[src/rtl/mc_pkg.sv]
// Shared definitions for the matmul_core engine: FSM state encoding and
// default elaboration constants.
package mc_pkg;

  typedef enum logic [2:0] {
    ST_IDLE  = 3'd0,
    ST_SETUP = 3'd1,
    ST_RD_A  = 3'd2,
    ST_RD_B  = 3'd3,
    ST_WR_C  = 3'd4,
    ST_DONE  = 3'd5
  } mc_state_e;

  localparam int MC_WIDTH     = 8;
  localparam int MC_ADDR_W    = 8;
  localparam int MC_DIM_W     = 8;
  localparam int MC_NUM_CORES = 4;
  localparam int MC_CID_W     = 3;

endpackage

[src/rtl/mc_addr_gen.sv]
// DRAM address generator: maps the FSM state and loop indices to the
// row-major element address of A, B or C. Arithmetic is done wide enough
// for the full index product and then truncated, so addresses wrap.
module mc_addr_gen
  import mc_pkg::*;
#(
  parameter int ADDR_W = MC_ADDR_W,
  parameter int DIM_W  = MC_DIM_W
) (
  input  mc_state_e         state,
  input  logic [DIM_W:0]    row_i,
  input  logic [DIM_W-1:0]  col_j,
  input  logic [DIM_W-1:0]  idx_k,
  input  logic [DIM_W-1:0]  dim_k,
  input  logic [DIM_W-1:0]  dim_n,
  input  logic [ADDR_W-1:0] base_a,
  input  logic [ADDR_W-1:0] base_b,
  input  logic [ADDR_W-1:0] base_c,
  output logic [ADDR_W-1:0] addr
);

  localparam int PW = 2 * DIM_W + 1;
  localparam int SW = (PW > ADDR_W) ? PW : ADDR_W;

  logic [SW-1:0] sum_s;

  // Select the matrix being addressed and form base + row*stride + col.
  always_comb begin
    sum_s = {SW{1'b0}};
    case (state)
      ST_RD_A: sum_s = SW'(base_a) + SW'(row_i) * SW'(dim_k) + SW'(idx_k);
      ST_RD_B: sum_s = SW'(base_b) + SW'(idx_k) * SW'(dim_n) + SW'(col_j);
      ST_WR_C: sum_s = SW'(base_c) + SW'(row_i) * SW'(dim_n) + SW'(col_j);
      default: sum_s = {SW{1'b0}};
    endcase
  end

  assign addr = sum_s[ADDR_W-1:0];

endmodule

[src/rtl/matmul_core.sv]
// Self-sequencing integer matrix-multiply core. Computes the rows
// coreID, coreID+NUM_CORES, ... of C = A x B through a request/grant
// DRAM port. All outputs are registered from next-state values.
module matmul_core
  import mc_pkg::*;
#(
  parameter int WIDTH     = MC_WIDTH,
  parameter int ADDR_W    = MC_ADDR_W,
  parameter int DIM_W     = MC_DIM_W,
  parameter int NUM_CORES = MC_NUM_CORES,
  parameter int CID_W     = MC_CID_W
) (
  input  logic              Clk,
  input  logic              Rst,
  input  logic              start,
  input  logic [DIM_W-1:0]  dimM,
  input  logic [DIM_W-1:0]  dimK,
  input  logic [DIM_W-1:0]  dimN,
  input  logic [ADDR_W-1:0] baseA,
  input  logic [ADDR_W-1:0] baseB,
  input  logic [ADDR_W-1:0] baseC,
  input  logic [CID_W-1:0]  coreID,
  input  logic              memAV,
  input  logic [WIDTH-1:0]  DRAM_dataIn,
  output logic [ADDR_W-1:0] DRAM_addr,
  output logic [WIDTH-1:0]  DRAM_dataOut,
  output logic              memREAD,
  output logic              memWRITE,
  output logic              coreS,
  output logic              nextLoop,
  output logic              done
);

  localparam logic [DIM_W:0] ROW_STEP = (DIM_W+1)'(NUM_CORES);

  mc_state_e         state_q, state_d;
  logic [DIM_W:0]    i_q, i_d, i_step_s;
  logic [DIM_W-1:0]  j_q, j_d, k_q, k_d;
  logic [DIM_W:0]    j_next_s, k_next_s;
  logic [WIDTH-1:0]  acc_q, acc_d, a_q, a_d;
  logic [DIM_W-1:0]  dim_m_q, dim_m_d, dim_k_q, dim_k_d, dim_n_q, dim_n_d;
  logic [ADDR_W-1:0] base_a_q, base_a_d, base_b_q, base_b_d, base_c_q, base_c_d;
  logic [ADDR_W-1:0] addr_q, addr_s;
  logic [WIDTH-1:0]  dout_q, dout_d;
  logic              rd_q, rd_d, wr_q, wr_d, busy_q, busy_d;
  logic              nl_q, nl_d, done_q, done_d;
  logic              k_zero_s;

  mc_addr_gen #(.ADDR_W(ADDR_W), .DIM_W(DIM_W)) u_addr_gen (
    .state  (state_d),
    .row_i  (i_d),
    .col_j  (j_d),
    .idx_k  (k_d),
    .dim_k  (dim_k_d),
    .dim_n  (dim_n_d),
    .base_a (base_a_d),
    .base_b (base_b_d),
    .base_c (base_c_d),
    .addr   (addr_s)
  );

  // Next-state, loop-index and datapath computation; outputs derive from next state.
  always_comb begin
    state_d  = state_q;
    i_d      = i_q;
    j_d      = j_q;
    k_d      = k_q;
    acc_d    = acc_q;
    a_d      = a_q;
    dim_m_d  = dim_m_q;
    dim_k_d  = dim_k_q;
    dim_n_d  = dim_n_q;
    base_a_d = base_a_q;
    base_b_d = base_b_q;
    base_c_d = base_c_q;
    nl_d     = 1'b0;
    k_next_s = {1'b0, k_q} + {{DIM_W{1'b0}}, 1'b1};
    j_next_s = {1'b0, j_q} + {{DIM_W{1'b0}}, 1'b1};
    i_step_s = i_q + ROW_STEP;
    k_zero_s = (dim_k_q == {DIM_W{1'b0}});
    case (state_q)
      ST_IDLE: begin
        if (start) begin
          state_d  = ST_SETUP;
          dim_m_d  = dimM;
          dim_k_d  = dimK;
          dim_n_d  = dimN;
          base_a_d = baseA;
          base_b_d = baseB;
          base_c_d = baseC;
          i_d      = (DIM_W+1)'(coreID);
          j_d      = {DIM_W{1'b0}};
          k_d      = {DIM_W{1'b0}};
          acc_d    = {WIDTH{1'b0}};
        end else begin
          state_d = ST_IDLE;
        end
      end
      ST_SETUP: begin
        if ((i_q >= {1'b0, dim_m_q}) || (dim_n_q == {DIM_W{1'b0}})) begin
          state_d = ST_DONE;
        end else if (k_zero_s) begin
          state_d = ST_WR_C;
        end else begin
          state_d = ST_RD_A;
        end
      end
      ST_RD_A: begin
        if (memAV) begin
          a_d     = DRAM_dataIn;
          state_d = ST_RD_B;
        end else begin
          state_d = ST_RD_A;
        end
      end
      ST_RD_B: begin
        if (memAV) begin
          acc_d = acc_q + a_q * DRAM_dataIn;
          k_d   = k_next_s[DIM_W-1:0];
          if (k_next_s == {1'b0, dim_k_q}) begin
            state_d = ST_WR_C;
          end else begin
            state_d = ST_RD_A;
          end
        end else begin
          state_d = ST_RD_B;
        end
      end
      ST_WR_C: begin
        if (memAV) begin
          acc_d = {WIDTH{1'b0}};
          k_d   = {DIM_W{1'b0}};
          if (j_next_s == {1'b0, dim_n_q}) begin
            j_d  = {DIM_W{1'b0}};
            i_d  = i_step_s;
            nl_d = 1'b1;
            if (i_step_s >= {1'b0, dim_m_q}) begin
              state_d = ST_DONE;
            end else if (k_zero_s) begin
              state_d = ST_WR_C;
            end else begin
              state_d = ST_RD_A;
            end
          end else begin
            j_d = j_next_s[DIM_W-1:0];
            if (k_zero_s) begin
              state_d = ST_WR_C;
            end else begin
              state_d = ST_RD_A;
            end
          end
        end else begin
          state_d = ST_WR_C;
        end
      end
      ST_DONE: state_d = ST_IDLE;
      default: state_d = ST_IDLE;
    endcase
    rd_d   = (state_d == ST_RD_A) || (state_d == ST_RD_B);
    wr_d   = (state_d == ST_WR_C);
    busy_d = (state_d != ST_IDLE);
    done_d = (state_d == ST_DONE);
    dout_d = wr_d ? acc_d : dout_q;
  end

  // State and output registers with synchronous reset that aborts any job.
  always_ff @(posedge Clk) begin
    if (Rst) begin
      state_q  <= ST_IDLE;
      i_q      <= {(DIM_W+1){1'b0}};
      j_q      <= {DIM_W{1'b0}};
      k_q      <= {DIM_W{1'b0}};
      acc_q    <= {WIDTH{1'b0}};
      a_q      <= {WIDTH{1'b0}};
      dim_m_q  <= {DIM_W{1'b0}};
      dim_k_q  <= {DIM_W{1'b0}};
      dim_n_q  <= {DIM_W{1'b0}};
      base_a_q <= {ADDR_W{1'b0}};
      base_b_q <= {ADDR_W{1'b0}};
      base_c_q <= {ADDR_W{1'b0}};
      addr_q   <= {ADDR_W{1'b0}};
      dout_q   <= {WIDTH{1'b0}};
      rd_q     <= 1'b0;
      wr_q     <= 1'b0;
      busy_q   <= 1'b0;
      nl_q     <= 1'b0;
      done_q   <= 1'b0;
    end else begin
      state_q  <= state_d;
      i_q      <= i_d;
      j_q      <= j_d;
      k_q      <= k_d;
      acc_q    <= acc_d;
      a_q      <= a_d;
      dim_m_q  <= dim_m_d;
      dim_k_q  <= dim_k_d;
      dim_n_q  <= dim_n_d;
      base_a_q <= base_a_d;
      base_b_q <= base_b_d;
      base_c_q <= base_c_d;
      addr_q   <= addr_s;
      dout_q   <= dout_d;
      rd_q     <= rd_d;
      wr_q     <= wr_d;
      busy_q   <= busy_d;
      nl_q     <= nl_d;
      done_q   <= done_d;
    end
  end

  assign DRAM_addr    = addr_q;
  assign DRAM_dataOut = dout_q;
  assign memREAD      = rd_q;
  assign memWRITE     = wr_q;
  assign coreS        = busy_q;
  assign nextLoop     = nl_q;
  assign done         = done_q;

endmodule
[config.mk]
export PLATFORM = sky130hd
export DESIGN_NAME = matmul_core
export DESIGN_NICKNAME = d
export VERILOG_FILES = /design/src/rtl/mc_pkg.sv /design/src/rtl/mc_addr_gen.sv /design/src/rtl/matmul_core.sv
export SDC_FILE = /design/constraint.sdc
export NUM_CORES = 1
export LEC_CHECK = 0
export BUFFER_PORTS_ARGS = -buffer_cell sky130_fd_sc_hd__buf_4
export CAP_MARGIN = 0
export CORE_ASPECT_RATIO = 1.5
export CORE_UTILIZATION = 25
export DETAILED_ROUTE_END_ITERATION = 7
export PLACE_DENSITY_LB_ADDON = 0.1
export SYNTH_ARGS = -nofsm -noshare
export SYNTH_HDL_FRONTEND = slang
export SYNTH_SLANG_ARGS = --single-unit
[constraint.sdc]
create_clock -name Clk -period 7.75 [get_ports Clk]
set_input_delay 0.775 -clock Clk [delete_from_list [all_inputs] [get_ports Clk]]
set_output_delay 0.775 -clock Clk [all_outputs]
set_load 0.02 [all_outputs]
Yosys cells after proc, flatten, opt, wreduce, memory -nomap -nowiden

Cells that the tools add are included.

Register bits: 113
Output and inout port bits: 21
Input bits: 63
Word-level logic and storage cells: 94

Reductions and logical operators: 9
Order comparisons: 2
$mul: 4
$add $sub $neg: 10
Mux-type cells: 38
Bitwise operators: 2
Equal/unequal tests: 10

Operators by type and width:

| kind                | number |
|---|---|
| $mux 8              | 19 |
| $pmux 8 s3          | 3 |
| $add 8x8->8         | 7 |
| $mux 9              | 3 |
| $mux 3              | 7 |
| $add 8x1->9 const B | 2 |
| $eq 9x8->1          | 2 |
| $ge 9x8->1          | 2 |
| $mul 9x8->8         | 2 |
| $pmux 9 s2          | 1 |
| $logic_not 8->1     | 2 |
| $mul 8x8->8         | 2 |
| $pmux 8 s2          | 1 |
| $pmux 3 s5          | 1 |
| $eq 3x2->1 const B  | 4 |
| $add 9x3->9 const B | 1 |
| $eq 3x3->1 const B  | 3 |
| $reduce_and 2->1    | 2 |
| $eq 3x1->1 const B  | 1 |
| $logic_not 3->1     | 1 |
| $mux 1              | 3 |
| $reduce_bool 3->1   | 1 |
| $reduce_or 3->1     | 1 |
| $logic_or 1x1->1    | 2 |
| $not 1->1           | 2 |

Logic depth before layout (Yosys ltp)

Gate-level depths: netlist of run 1.

Depth after elaboration: 9
Mapped depth: 29
Depth with buffers taken out: 29

Modules after synthesis

From an unflattened synthesis of run 1, not the netlist that was laid out.

Cells, all modules: 1296
Area, all modules: 10570.1 um^2

By module, submodules not included:

| module      | cells an instance | area an instance (um^2) | sequential area each (um^2) | instances |
|---|---|---|---|---|
| matmul_core | 816               | 6560.0                  | 2262.2                      | 1 |
| mc_addr_gen | 480               | 4010.1                  | 0.0                         | 1 |

Worst setup path after synthesis of run 1

OpenSTA, ideal clock, no wires.

Path type: input to register
Start point: in start
End point: reg addr_q[7], in the netlist DRAM_addr[7]
Data required time: 7614 ps
Setup slack: 838 ps
Buffers on the path: 4
Arrival time: 6776 ps
Setup time: 136 ps
Stages: 24
Path through: nor4b_1 -> clkbuf_1 -> buf_2 -> buf_1 -> clkbuf_1 -> a21o_1 -> nand2_1 -> fa_1 -> fa_1 -> inv_1 -> fa_1 -> fa_1 -> inv_1 -> fa_1 -> xor2_1 -> xnor2_1 -> xnor2_1 -> xnor2_1 -> xnor2_1 -> xnor2_1 -> xnor2_1 -> xnor3_1 -> mux2i_1 -> a31oi_1

Word-level cells in the longest chain between the ends: 6
Elaborated cells between the ends (all ways): 31
Those cells by class: add/sub: 6; mul: 3; eq/ne: 3; mux: 19

Ends and longest elaborated chain:

| item                                        | line                                                    | RTL |
|---|---|---|
| start, declared                             | matmul_core.sv:15                                       | `input logic start,` |
| $mux 9 or $mux 8 (tied branches)            | matmul_core.sv:83                                       | `if (start) begin` |
| $pmux 9 s2, or another cell as far along    | matmul_core.sv:81                                       | `case (state_q)` |
| $mul 9x8->8, or another cell as far along   | mc_addr_gen.sv:33                                       | `ST_WR_C: sum_s = SW'(base_c) + SW'(row_i) * SW'(dim_n) + SW'(col_j);` |
| $add 8x8->8 (on tied branches) (2 in a row) | mc_addr_gen.sv:33, mc_addr_gen.sv:31, mc_addr_gen.sv:32 |  |
| $pmux 8 s3 (*)                              | mc_addr_gen.sv:30                                       | `case (state)` |
| end signal, assigned                        | matmul_core.sv:181                                      | `addr_q <= {ADDR_W{1'b0}};` |
| end signal, assigned                        | matmul_core.sv:201                                      | `addr_q <= addr_s;` |
| end, declared                               | matmul_core.sv:43                                       | `logic [ADDR_W-1:0] addr_q, addr_s;` |

Every way passes the cells marked *; elsewhere a longest branch is shown, timed or not.
A chain may end at the register's enable or synchronous reset.

Worst setup path after layout of run 1

Start point: reg j_q[0]
End point: reg addr_q[7], in the netlist DRAM_addr[7]

Word-level cells in the longest chain between the ends: 9
Elaborated cells between the ends (all ways): 23
Those cells by class: add/sub: 6; mul: 2; eq/ne: 4; mux: 11

Ends and longest elaborated chain:

| item                                        | line                                 | RTL |
|---|---|---|
| start, declared                             | matmul_core.sv:38                    | `logic [DIM_W-1:0] j_q, j_d, k_q, k_d;` |
| start signal, assigned                      | matmul_core.sv:171                   | `j_q <= {DIM_W{1'b0}};` |
| start signal, assigned                      | matmul_core.sv:191                   | `j_q <= j_d;` |
| $add 8x1->9                                 | matmul_core.sv:78                    | `j_next_s = {1'b0, j_q} + {{DIM_W{1'b0}}, 1'b1};` |
| $eq 9x8->1                                  | matmul_core.sv:133                   | `if (j_next_s == {1'b0, dim_n_q}) begin` |
| $mux 9                                      | matmul_core.sv:133                   |  |
| $mux 9                                      | matmul_core.sv:130                   | `if (memAV) begin` |
| $pmux 9 s2                                  | matmul_core.sv:81                    |  |
| $mul 9x8->8 (on tied branches)              | mc_addr_gen.sv:33, mc_addr_gen.sv:31 |  |
| $add 8x8->8 (on tied branches) (2 in a row) | mc_addr_gen.sv:33, mc_addr_gen.sv:31 |  |
| $pmux 8 s3 (*)                              | mc_addr_gen.sv:30                    |  |

Marks and branches as above.

==> impl_metrics.ini, run 1 <==
[cts]
cts_root_buf = clkbuf_16
cts.htree.levels = 4
cts_tree = yes
clkLatencyLatePin_ns = 0.45
numCtsBuffers = 17
clk_pin_slew_ns = 0.06
clock_sinks = 113
cts_buffer_depth = 2
cts-hold-fix-buffers = 0

[synthesis]
yosysUniqueCellTypes = 73
yosysSeqAreaShare = 0.217
synthCells = 1241
synth_edf_count = 0
syn_nets = 1489
yosysTopAreaCell = dfxtp_1
ys_ff_latch = 113
ys_async_sr_fraction = 0
synth_top_area_frac = 0.217
syn_area_um2 = 10400
synth_area_leaders = dfxtp_1 (22%), fa_1 (16%), ha_1 (12%), nand2_1 (6.5%), xnor2_1 (6.5%)
avgSynthCellArea_um2 = 8.39
synth_ff_type = dfxtp_1
yosysWarnings = 0

[timing]
max_freq_mhz = 138
report.final.slew_viol_count = 0
setup_viol = 0
period_needed_ns = 7.22
finClkSkew_ns = 0.0108
rsz0062_at_grt = no
hold_viol_final = 0
slew_headroom = 0.308
finalCritPeriodShare = 0.932
setup-tns-final_ns = 0
tightest_slew_ns = 1.04

[floorplanning]
num_io_pins = 84
coreArea_um2 = 41100
initial_core_util = 0.253
die_w_um = 169
die_h_um = 252
rows = 91
die-area_um2 = 42500

[pwr]
pwr_density_cell_nw_per_um2 = 274
ir_worst_vdd_mv = 0.172
switchingPower_mw = 1.55
seq_power_share = 0.227
sw_frac_of_total = 0.455
p_clk_frac = 0.239
p_comb_frac = 0.533
p_leak_nw = 5.69
p_int_mw = 1.85

[setup_path]
start_kind = register
reg2regPathDepth = 29
worst-endpoint-required_ns = 8.04
cp.arrival_ns = 7.51
crit_top_cell = fa_1
worstSetupEndpointType = register
r2r_slack_ns = 0.53
path_class = register to register
max_stage_delay_ns = 0.58
crit_path_max_fanout = 8
critPathSlowestCell = fa_1

[run_status]
status = completed

[finish]
drive_gt1_frac = 0.129
mostFrequentLayoutCells = nand2_1 (179), nor2_1 (141), inv_1 (132), buf_4 (115), dfxtp_1 (113)
nFillCells = 4449
final_nets = 1576
antenna_cells = 0
multi_input_area_um2 = 7490
final_common_cell = nand2_1
regArea_um2 = 2260
syn_to_final_growth_pct = 19.2
instances_no_fill = 1899

[routing]
wl_per_cell_um = 18.3
drcViolationCount = 0
routed_via_density = 4.51
wirelength_um = 34800
postRouteAntennaNets = 0
via_count = 8561
dr.pass1.iters = 7
drtIter0Drc = 358

[min_path]
hold_depth = 2
hold_class = register to register

[global_route]
grt_pass1_wl_um = 53900
antenna_found_initial = 0
track_usage = 0.173
grt_overflow = 0
grt_pass1_vias = 9076
grt_max_degree = 58

[run]
cap_violations = 0

[place]
port_buffers = 83
place_congestion = 0.824
dpl.cell_count = 1865
dpl.hpwl_um = 27900
[cell usage after synthesis, drive strengths merged, types with 20 or more instances]
cell,number
nand2,181
nor2,141
inv,132
dfxtp,113
ha,101
fa,84
xnor2,78
a21oi,50
clkbuf,39
mux2i,37
nand3,27
nor2b,25
o21ai,23
xor2,22
and2,21
a21o,20
[per-stage QoR]
step	area, um2	worst slack [ns]	hold slack (ns)	util	power (mW)
2_1_floorplan	10400	0.838	0.436	-	1.98
3_3_place_gp	11800	0.275	0.448	0.287	2.63
3_5_place_dp	11800	0.285	0.447	0.287	2.63
4_1_cts	12400	0.214	0.455	0.301	3.47
5_1_grt	12400	0.0115	0.472	0.302	3.69
6_report	12400	0.529	0.453	0.302	3.40
[flip-flops by register name, summed over array words and instances, names as in the netlist, 3 cells and up, named ones only]
signal        cells
DRAM_dataOut      8
DRAM_addr         8
k_q               8
dim_k_q           8
state_q           3
dim_n_q           8
acc_q             8
i_q               8
dim_m_q           8
a_q               8
base_a_q          8
base_b_q          8
j_q               8
base_c_q          8
[critical path: cells and delay by family, from the launching register on]
family,cells,cell delay [ns]
compound gates,9,1.93
fa+ha+maj,7,2.87
simple gates,4,0.54
buf+inv,4,0.33
mux,1,0.16
flops,1,0.35
xor+xnor,4,0.87
[path summary, 6_finish.rpt]
kind | end | from
setup / recovery | DRAM_addr[7] | j_q[0]
hold / removal | dim_m_q[3] | dim_m_q[3]
setup reg to reg | DRAM_addr[7] | j_q[0]
hold reg to reg | dim_m_q[3] | dim_m_q[3]
[final cells by class]
type                            count  area share
Tap cell                          558      0.0563
Inverter                          132      0.0399
Sequential cell                   113       0.182
Clock inverter                     13      0.0112
Timing Repair Buffer              116      0.0712
Multi-Input combinational cell    948       0.604
Clock buffer                       19      0.0357
[logic make-up after synthesis]
family,Yosys count,synth area share
simple gates,463,0.202
fa+ha+maj,185,0.283
buf+inv,180,0.0663
compound gates,158,0.101
flops,113,0.217
xor+xnor,104,0.0936
mux,38,0.0370
[per-layer routing]
layer | track usage | part of all wire
met5 | 0 | 0
met4 | 0.0592 | 0.021
met3 | 0.0284 | 0.026
met2 | 0.338 | 0.56
met1 | 0.185 | 0.39
[timing repair]
action,CTS,global route
endpoints found under the hold margin,0,0
setup endpoints to repair,0,1
buffers inserted,0,2
resized for setup,0,3
[power groups by stage]
stage | Combinational (mW) | Sequential (mW) | Clock (mW)
after floorplan | 1.21 | 0.766 | 0
after global placement | 1.84 | 0.788 | 0
after detailed placement | 1.84 | 0.786 | 0
after CTS | 1.85 | 0.774 | 0.838
after global routing | 2.04 | 0.785 | 0.858
final | 1.82 | 0.773 | 0.815
No activity file was read; power rests on OpenSTA's default activity.
==> run 2: changes to the inputs <==
==> constraint.sdc (replaced) <==
create_clock -name Clk -period 5.8 [get_ports Clk]
set_input_delay 0.58 -clock Clk [delete_from_list [all_inputs] [get_ports Clk]]
set_output_delay 0.58 -clock Clk [all_outputs]
set_load 0.02 [all_outputs]
==> run 2 against run 1 <==
Clock power increased by 29%. Global-route usage increased by 1.3 points. Largest power group unchanged. Largest cell class unchanged. Critical path type unchanged. The run now ends with setup timing left. Fmax increased by 11%.
==> impl_metrics.ini, run 2 (same netlist as run 1, synthesis figures left out) <==
[setup_path]
path_class = register to register
cp.arrival_ns = 6.82
crit_path_max_fanout = 3
start_kind = register
crit_top_cell = xnor2_1
worstSetupEndpointType = register
critPathSlowestCell = or4_4
cpLargestDelayFamily = adder cells
cp_cell_sequence = nand3_4, or4b_4, o211a_4, or4_4, or3_4, nand2_4, nand3_2, fa_1, fa_1, inv_2, fa_1, fa_1, inv_2, fa_2, xor2_2, xnor2_1, xnor2_1, xnor2_1, xnor2_1, xnor2_1, xnor2_1, xnor3_1, mux2i_1, a31oi_1
max_stage_delay_ns = 0.56
worstReg2RegStart = j_q[0]
r2r_slack_ns = -0.72
reg2regPathDepth = 24
cp_num_buf_inv = 2
rr_endpoint = DRAM_addr[7]
worst-endpoint-required_ns = 6.10

[timing]
report.final.slew_viol_count = 0
rsz0062_at_grt = yes
slew_headroom = 0.262
finalWorstSetupSlack_ns = -0.723
finClkSkew_ns = 0.0162
period_needed_ns = 6.52
tightest_slew_ns = 1.10
finalCritPeriodShare = 1.12
setup_viol = 3
max_freq_mhz = 153
hold_viol_final = 0

[global_route]
grt_pass1_wl_um = 57700
antenna_found_initial = 0
grt_pass1_vias = 9912
grt_max_degree = 58
grt_overflow = 0
track_usage = 0.186

[routing]
routed_via_density = 4.44
drcViolationCount = 0
dr.pass1.iters = 4
via_count = 9272
wl_per_cell_um = 18.0
drtIter0Drc = 341
postRouteAntennaNets = 0
wirelength_um = 37600

[finish]
syn_to_final_growth_pct = 37.7
final_design_area_no_fill_um2 = 14300
antenna_cells = 0
post-route-util = 0.349
final_common_cell = buf_4
mostFrequentLayoutCells = buf_4 (291), nand2_1 (172), nor2_1 (139), inv_1 (126), dfxtp_1 (107)
nFillCells = 4360
drive_gt1_frac = 0.281
final_nets = 1767

[floorplanning]
num_io_pins = 84
die-area_um2 = 42500
coreArea_um2 = 41100
die_w_um = 169
rows = 91
initial_core_util = 0.253
die_h_um = 252

[pwr]
pwr_density_cell_nw_per_um2 = 366
p_leak_nw = 6.70
ir_worst_vdd_mv = 0.195
finalPower_mw = 5.25

[place]
post_dp_cell_area_um2 = 13400
dpl.hpwl_um = 30800
place_congestion = 0.808
port_buffers = 83
place_ws_ns = -0.997

[min_path]
min_from = dimM[1]
hold_end = dim_m_q[1]
hold_depth = 3
hold_class = input pin to register

[cts]
clkLatencyLatePin_ns = 0.46
numCtsBuffers = 17
cts.htree.levels = 4
cts_buffer_depth = 2
cts_root_buf = clkbuf_16
clk_pin_slew_ns = 0.07
clock_sinks = 113
cts_tree = yes

[run_status]
status = finished, violations left
violations = setup timing

[run]
cap_violations = 0
## run 2: layer usage
layer,global-route usage,wire [um]
met1,0.194,14500
met5,0,0
met4,0.0912,1700
met3,0.0273,780
met2,0.359,20600
## run 2: through the flow
step	setup TNS, ns	hold WS, ns	instances
global route	-1.85	0.365	2090
CTS	-1.19	0.341	2086
floorplan	-0.514	0.436	1241
finish	-1.04	0.377	2090
global placement	-1.87	0.446	2044
detailed placement	-1.73	0.450	2044
## run 2: what timing repair did
item	CTS	global route
endpoints found under the hold margin	0	0
endpoints found under the setup margin	4	4
pin swaps	50	31
hold buffers	0	0
gates resized for setup	52	21
buffers inserted	11	5
## run 2: final cells by class
| type | instances | area, um2 | area share |
|---|---|---|---|
| clock buffers | 18 | 429 | 0.0299 |
| clock inverters | 14 | 134 | 0.00934 |
| inverters | 132 | 495 | 0.0345 |
| multi-input cells | 948 | 7900 | 0.551 |
| flip-flops and latches | 113 | 2270 | 0.159 |
| well taps | 558 | 698 | 0.0487 |
| repair buffers | 307 | 2410 | 0.168 |
## run 2: worst min-delay path, cell delays in order
cell and delay, ns:
buf_4 0.11, nand2_1 0.04, a21oi_1 0.05
## run 2: where the power goes
| group | total, mW | switching (mW) | internal, mW |
|---|---|---|---|
| sequential | 1.01 | 0.104 | 0.906 |
| combinational | 3.19 | 1.74 | 1.46 |
| clock | 1.05 | 0.457 | 0.594 |
## run 2: worst max-delay path by stage
stage / startpoint / end / slack, ns / depth (start not counted)
after global routing: j_q[1] / DRAM_addr[7] / -1.05 / 31
after global placement: j_q[0] / DRAM_addr[7] / -1.06 / 28
after floorplan: j_q[2] / DRAM_addr[7] / -0.51 / 29
final: j_q[0] / DRAM_addr[7] / -0.72 / 24
after detailed placement: j_q[1] / DRAM_addr[7] / -1.0 / 28
after CTS: j_q[1] / DRAM_addr[7] / -0.81 / 24
==> run 3: changes to the inputs <==
--- a/config.mk
+++ b/config.mk
@@ -10,7 +10,7 @@
 export CORE_ASPECT_RATIO = 1.5
 export CORE_UTILIZATION = 25
 export DETAILED_ROUTE_END_ITERATION = 7
-export PLACE_DENSITY_LB_ADDON = 0.1
+export PLACE_DENSITY = 0.43
 export SYNTH_ARGS = -nofsm -noshare
 export SYNTH_HDL_FRONTEND = slang
 export SYNTH_SLANG_ARGS = --single-unit
==> run 3 against run 2 <==
The run still ends with setup timing left. Sequential power barely moved. Sequential share of layout area is 0.22 points higher. Hold slack gained 0.0096 ns. Largest cell class unchanged. Critical endpoint unchanged. Clock-buffer cell count unchanged.
==> impl_metrics.ini, run 3 (same netlist as run 1, synthesis figures left out) <==
[min_path]
hold_class = input pin to register

[global_route]
grt_max_degree = 55
grt_pass1_vias = 9827
grt_pass1_wl_um = 54900
track_usage = 0.174
antenna_found_initial = 0
grt_overflow = 0

[timing]
period_needed_ns = 6.52
hold_viol_final = 0
slew_headroom = 0.373
setup-tns-final_ns = -1.32
finalWorstSetupSlack_ns = -0.722
finalCritPeriodShare = 1.12
max_freq_mhz = 153
tightest_slew_ns = 0.938
finClkSkew_ns = 0.00988
rsz0062_at_grt = yes
report.final.slew_viol_count = 0
setup_viol = 3

[finish]
antenna_cells = 0
instances_no_fill = 2070
drive_gt1_frac = 0.263
post-route-util = 0.343
mostFrequentLayoutCells = buf_4 (284), nand2_1 (173), nor2_1 (139), inv_1 (129), dfxtp_1 (109)
final_nets = 1748
nFillCells = 4352
final_common_cell = buf_4
syn_to_final_growth_pct = 35.5

[cts]
clkLatencyLatePin_ns = 0.44
cts-hold-fix-buffers = 0
numCtsBuffers = 17
cts_root_buf = clkbuf_16
cts_buffer_depth = 2
cts_tree = yes
clk_pin_slew_ns = 0.06
clock_sinks = 113
cts.htree.levels = 4

[place]
dpl.hpwl_um = 29200
dpl.cell_count = 2031
port_buffers = 83
place_congestion = 0.830

[setup_path]
max_stage_delay_ns = 0.54
r2r_slack_ns = -0.72
start_kind = register
crit_path_max_fanout = 7
critPathSlowestCell = fa_1
cp.arrival_ns = 6.89
worst-endpoint-required_ns = 6.17
path_class = register to register
worstSetupEndpointType = register
crit_top_cell = fa_1

[pwr]
ir_worst_vdd_mv = 0.190
p_leak_nw = 6.59
pwr_density_cell_nw_per_um2 = 372

[routing]
drtIter0Drc = 363
routed_via_density = 4.44
wl_per_cell_um = 17.1
postRouteAntennaNets = 0
wirelength_um = 35400
drcViolationCount = 0
via_count = 9187
dr.pass1.iters = 6

[floorplanning]
die_h_um = 252
die_w_um = 169
num_io_pins = 84
coreArea_um2 = 41100
rows = 91
die-area_um2 = 42500
initial_core_util = 0.253

[run]
cap_violations = 0

[run_status]
status = finished, violations left
violations = setup timing
==> run 3: final timing paths <==
| path | startpoint | endpoint | cells after the start |
|---|---|---|---|
| worst min-delay path | dimM[0] | dim_m_q[0] | 3 |
| worst max register to register | j_q[1] | DRAM_addr[7] | 29 |
| worst max-delay path | j_q[1] | DRAM_addr[7] | 29 |
| worst min register to register | dim_m_q[4] | dim_m_q[4] | 2 |
==> run 3: critical path, delay by kind of cell (launching register included) <==
kind | cells | cell delay (ns)
xor gates and xnor gates | 4 | 0.72
buffers and inverters | 8 | 0.79
adders and majority gates | 6 | 2.60
DFF | 1 | 0.36
AOI/OAI and AO/OA | 5 | 0.73
and+or+nand+nor | 6 | 1.23
==> run 3: what timing repair did <==
item                       4_1_cts  5_1_grt
cloned                           0        0
gates resized for setup         27       19
setup endpoints to repair        4        4
pin swaps                       27       17
setup buffers                    2        6
==> run 3: stage by stage <==
stage               area (um2)  hold slack [ns]  power, mW  setup slack [ns]
finish                   14100            0.387       5.26            -0.722
global route             14100            0.391       5.65             -1.04
CTS                      14000            0.366       5.28            -0.703
detailed placement       13200            0.449       4.02            -0.917
global placement         13200            0.447       4.02            -0.986
floorplan                10600            0.436       2.71            -0.514
==> run 3: final cells by class <==
cell class              instances  area [um2]  share of cell area
well taps                     558         698              0.0495
flip-flops and latches        113        2270               0.161
clock inverters                13         186              0.0132
repair buffers                288        2190               0.155
multi-input cells             948        7840               0.555
inverters                     132         495              0.0351
clock buffers                  18         439              0.0311
==> run 3: routing by layer <==
layer / wire length (um) / vias to the layer above / share of wire / global-route usage
li1: - / 4581 / - / -
met1: 13500 / 4408 / 0.38 / 0.178
met2: 19400 / 141 / 0.55 / 0.341
met3: 800 / 57 / 0.023 / 0.0238
met4: 1640 / 0 / 0.046 / 0.0852
met5: 0 / - / 0 / 0
==> run 3: report_power, final <==
part	switching, mW	internal [mW]	total (mW)
clock	0.426	0.727	1.15
sequential	0.102	0.907	1.01
combinational	1.69	1.40	3.09
